[src/rtl/wb_port_arbiter.sv]
// Register-file write-port arbiter: pipeline writeback has priority, MDU results queue in a FIFO
// and drain into idle slots, with a starvation guard. Optional macro WB_ARB_BYPASS_EN sends MDU results straight through when nothing is queued.
module wb_port_arbiter #(
  parameter int unsigned DEPTH      = 4,
  parameter int unsigned MAX_WAIT   = 8,
  parameter int unsigned DATA_WIDTH = 32
) (
  input  logic                      clk,
  input  logic                      rst,
  input  logic                      wb_valid,
  input  logic [4:0]                wb_rd,
  input  logic [DATA_WIDTH-1:0]     wb_data,
  input  logic                      mdu_valid,
  input  logic [4:0]                mdu_rd,
  input  logic [DATA_WIDTH-1:0]     mdu_data,
  output logic                      mdu_ready,
  output logic                      stall_pipe,
  output logic                      rf_we,
  output logic [4:0]                rf_rd,
  output logic [DATA_WIDTH-1:0]     rf_wdata,
  output logic [$clog2(DEPTH):0]    fifo_count
);

  localparam int unsigned AW = $clog2(DEPTH);
  localparam int unsigned CW = AW + 1;
  localparam int unsigned WW = $clog2(MAX_WAIT + 1);

  logic [4:0]            mem_rd_q   [DEPTH];
  logic [DATA_WIDTH-1:0] mem_data_q [DEPTH];

  logic [AW-1:0] wr_ptr_q, wr_ptr_d;
  logic [AW-1:0] rd_ptr_q, rd_ptr_d;
  logic [CW-1:0] count_q, count_d;
  logic [WW-1:0] wait_q, wait_d;

  logic                  rf_we_q, rf_we_d;
  logic [4:0]            rf_rd_q, rf_rd_d;
  logic [DATA_WIDTH-1:0] rf_wdata_q, rf_wdata_d;

  logic empty;
  logic slot_busy;
  logic pop;
  logic bypass;
  logic push_store;

  assign empty      = (count_q == '0);
  assign mdu_ready  = (count_q != CW'(DEPTH));
  assign stall_pipe = !empty && (wait_q >= WW'(MAX_WAIT));

  // A stalled pipeline slot is treated as idle so the starved head always wins that cycle.
  assign slot_busy = wb_valid && (wb_rd != 5'd0) && !stall_pipe;
  assign pop       = !slot_busy && !empty;

`ifdef WB_ARB_BYPASS_EN
  assign bypass = empty && !slot_busy && mdu_valid && (mdu_rd != 5'd0);
`else
  assign bypass = 1'b0;
`endif

  // Writes to x0 complete the handshake but never occupy a FIFO entry.
  assign push_store = mdu_valid && mdu_ready && (mdu_rd != 5'd0) && !bypass;

  // NOTE: every always_comb output gets a default first, so no path leaves it unassigned and no latch is inferred.
  always_comb begin
    rf_we_d    = 1'b0;
    rf_rd_d    = rf_rd_q;
    rf_wdata_d = rf_wdata_q;
    if (slot_busy) begin
      rf_we_d    = 1'b1;
      rf_rd_d    = wb_rd;
      rf_wdata_d = wb_data;
    end else if (pop) begin
      rf_we_d    = 1'b1;
      rf_rd_d    = mem_rd_q[rd_ptr_q];
      rf_wdata_d = mem_data_q[rd_ptr_q];
    end else if (bypass) begin
      rf_we_d    = 1'b1;
      rf_rd_d    = mdu_rd;
      rf_wdata_d = mdu_data;
    end
  end

  always_comb begin
    wr_ptr_d = push_store ? wr_ptr_q + 1'b1 : wr_ptr_q;
    rd_ptr_d = pop ? rd_ptr_q + 1'b1 : rd_ptr_q;
    count_d  = count_q;
    case ({push_store, pop})
      2'b10:   count_d = count_q + 1'b1;
      2'b01:   count_d = count_q - 1'b1;
      default: count_d = count_q;
    endcase
  end

  // Saturates at MAX_WAIT; a starved head pops on the very cycle it reaches the limit.
  always_comb begin
    wait_d = wait_q;
    if (empty || pop) begin
      wait_d = '0;
    end else if (wait_q < WW'(MAX_WAIT)) begin
      wait_d = wait_q + 1'b1;
    end
  end

  // NOTE: sequential state uses non-blocking assignments so every register samples pre-edge values.
  always_ff @(posedge clk or posedge rst) begin
    if (rst) begin
      wr_ptr_q   <= '0;
      rd_ptr_q   <= '0;
      count_q    <= '0;
      wait_q     <= '0;
      rf_we_q    <= 1'b0;
      rf_rd_q    <= '0;
      rf_wdata_q <= '0;
    end else begin
      wr_ptr_q   <= wr_ptr_d;
      rd_ptr_q   <= rd_ptr_d;
      count_q    <= count_d;
      wait_q     <= wait_d;
      rf_we_q    <= rf_we_d;
      rf_rd_q    <= rf_rd_d;
      rf_wdata_q <= rf_wdata_d;
    end
  end

  // NOTE: FIFO storage is not reset; count_q alone decides which entries are valid.
  always_ff @(posedge clk) begin
    if (push_store) begin
      mem_rd_q[wr_ptr_q]   <= mdu_rd;
      mem_data_q[wr_ptr_q] <= mdu_data;
    end
  end

  assign rf_we      = rf_we_q;
  assign rf_rd      = rf_rd_q;
  assign rf_wdata   = rf_wdata_q;
  assign fifo_count = count_q;

endmodule
[config.mk]
export PLATFORM = sky130hd
export DESIGN_NAME = wb_port_arbiter
export DESIGN_NICKNAME = d
export VERILOG_FILES = /design/src/rtl/wb_port_arbiter.sv
export SDC_FILE = /design/constraint.sdc
export NUM_CORES = 1
export LEC_CHECK = 0
export CAP_MARGIN = 10
export CORE_AREA = 2 2 164 166
export DETAILED_ROUTE_END_ITERATION = 8
export DIE_AREA = 0 0 166 168
export PLACE_DENSITY = 0.51
export SKIP_CTS_REPAIR_TIMING = 1
export SLEW_MARGIN = 10
export SYNTH_ARGS = -nofsm -noshare
export SYNTH_HDL_FRONTEND = slang
export SYNTH_SLANG_ARGS = --single-unit
[constraint.sdc]
create_clock -name clk -period 2.3 [get_ports clk]
set_clock_uncertainty 0.05 [all_clocks]
set_input_delay 0.46 -clock clk [delete_from_list [all_inputs] [get_ports clk]]
set_output_delay 0.46 -clock clk [all_outputs]
set_load 0.01 [all_outputs]
==> results.md <==
- Status: finished clean
- Full die area: 27900 um^2
- Post-Layout Cell Count: 890
- VDD IR max: 573 uV
- # nets final: 622
- Number of max-cap violations: 0
- Peak Freq: 452 MHz
- Final Hold Viols: 0
- Grt total ovfl: 0
- Post-synth top area cell: edfxtp_1
- Placed Instance Area: 9670 um^2
- Data required time at the worst endpoint: 1.79 ns
- Synthesized Nets: 470
- Cells after synthesis: 384
- Post-route cell area: 10300 um^2
- Vias in the first global route: 4719
- Cells after DPL: 856
- IO buf count: 120
- Avg Cell Area, Syn: 20.1 um^2
- Max_slew headroom: 38.2%
- Type of the worst min-delay path: in2reg
- Flops & latches, synth: 197
- Final Total Pwr: 12.0 mW
- Die Width: 166 um
- CTS tree: yes
- PwrDens: 1160 nW/um^2
- H-tree levels: 4
- Initial antenna violation count: 2
- Multi-input combinational cell area: 1900 um^2
- Slew Limit Fails: 0
- Leak pwr: 3.62 nW
- Detailed Route Iter0 Violations: 173
- DRC errors left: 0
- First-pass GRT wire length: 27900 um
- RePlAce Congestion: 0.738
- Distinct cells, synth: 36
- Synthesized cell area: 7710 um^2
- Post-route ant nets: 0
- Fillers: 2395
- Post-Route WL: 18100 um
- Crit end category: primary output
- Slew @ Worst Pin: 0.924 ns
- Worst Path Max Fanout: 4
- Diodes inserted: 0
- Vias: 4198
- Clock-pin slew on the worst setup and hold paths: 0.08 ns
- Starting density of the core: 29.3%
- Worst EP arrival: 1.70 ns
- Synth area leaders: edfxtp_1 58%, dfrtp_1 16%, mux4_2 11%
- Synth async-reset ratio: 24.9%
- Setup crit start kind: flop
- Die height: 168 um
- Post-DP HPWL: 12000 um
- Ys Warns: 0
- Core area: 26400 um^2
- Post-synth EDFFs: 148
- Crit path kind: reg2out
- Pre-antenna DRT Iters: 4
- Clk_lat worst skew: 0.43 ns
- Clk buf depth: 2
- Row cnt: 60
- Tmin final: 2.21 ns
- Total GRT Usage: 13.5%
- Share of cells above drive strength 1: 26.8%
- Wire length per cell: 20.3 um
- # setup viols final: 0
- Top-count cell post-synth: edfxtp_1
- CTS Buf Count: 17
- Largest net degree at the start of global routing: 50
- Syn-to-layout area delta: 33.6%
- Post-synth top area share: 57.7%
- Synth cell count leaders: 148 x edfxtp_1, 49 x dfrtp_1, 37 x mux4_2, 27 x or3_1, 21 x o221a_2
- Setup TNS: 0 ns
- Clock sink total: 197
- Tcrit/Tclk final: 96.3%
- RSZ-0062 raised after global routing: no
- Drt via density: 4.72
- Total area of sequential cells: 5680 um^2
- Synth Flop Type: edfxtp_1
- Clk root buf: clkbuf_16
- Ports: 121
- Register area share after synthesis: 73.6%
## kinds of logic (layout without fill, tap and decap cells)
family | after synthesis | count (layout) | share of synthesized area, %
flip-flops | 197 | 197 | 73.6
AND/OR/NAND/NOR | 58 | 58 | 4.74
AO/OA/AOI/OAI | 42 | 42 | 5.99
multiplexers | 39 | 39 | 11.1
buffers and inverters | 33 | 198 | 2.43
adder cells (fa/ha/maj) | 8 | 8 | 1.40
XOR/XNOR | 7 | 7 | 0.795
## through the flow
step,hold WS (ns),worst slack [ns],util [%]
floorplan,0.401,-0.241,-
global placement,0.416,-0.583,36.7
detailed placement,0.448,-0.648,36.7
CTS,0.352,-0.209,38.9
global route,0.262,0.00460,39.1
finish,0.255,0.0859,39.1
## where the power goes
| group | internal (mW) | switching, mW | leakage (nW) |
|---|---|---|---|
| Clock | 1.50 | 1.39 | 0.283 |
| Combinational | 2.20 | 1.73 | 1.42 |
| Sequential | 4.75 | 0.405 | 1.92 |
| Total | 8.46 | 3.52 | 3.62 |
## flip-flops by register name (all words and copies together) (netlist names)
name,cells
mem_data_q,128
rf_wdata,32
mem_rd_q,20
rf_rd,5
wait_q,4
fifo_count,3
rd_ptr_q,2
wr_ptr_q,2
rf_we,1
## worst max-delay path, stage by stage (launching register included)
cell and delay [ns]:
dfrtp_1 0.44, inv_1 0.13, nand3_1 0.14, clkdlybuf4s50_1 0.58
## area by class of cell
class	instances	share of cell area, %
Sequential cell	197	55.1
Multi-Input combinational cell	154	18.4
Timing Repair Buffer	155	16.2
Clock buffer	18	4.37
Tap cell	341	4.14
Clock inverter	14	1.35
Inverter	11	0.401
## final timing paths
kind                                                 from                         to  slack, ns  cells after the start
worst max-delay path            fifo_count[1]$_DFFE_PP0P_                  mdu_ready       0.09                      3
worst min-delay path                             wb_rd[2]       rf_rd[2]$_DFFE_PP0P_       0.26                      2
worst max register to register  fifo_count[1]$_DFFE_PP0P_  fifo_count[2]$_DFFE_PP0P_       0.26                     10
worst min register to register      wait_q[0]$_DFFE_PP0P_      wait_q[0]$_DFFE_PP0P_       0.44                      1
max in group asynchronous                             rst  fifo_count[0]$_DFFE_PP0P_       1.57                      3
min in group asynchronous                             rst    rf_wdata[4]$_DFFE_PP0P_       0.35                      3
## cell usage in the layout (no fill, tap or decap), types with 6 or more instances in the layout
| master | instances |
|---|---|
| a221o_1 | 10 |
| buf_12 | 15 |
| buf_4 | 20 |
| clkbuf_16 | 18 |
| clkdlybuf4s50_1 | 112 |
| dfrtp_1 | 46 |
| dlymetal6s2s_1 | 8 |
| edfxtp_1 | 148 |
| ha_1 | 6 |
| inv_1 | 7 |
| mux4_2 | 37 |
| nor2_1 | 6 |
| nor3b_1 | 12 |
| o221a_2 | 21 |
| or3_1 | 27 |
## per-layer routing
metal | vias to the layer above | wire length [um] | GRT usage (%)
li1 | 1885 | - | -
met1 | 2203 | 7860 | 16.7
met2 | 92 | 9360 | 23.5
met3 | 16 | 631 | 3.17
met4 | 2 | 224 | 4.01
met5 | - | 13 | 0
(Power assumes the default switching activity.)
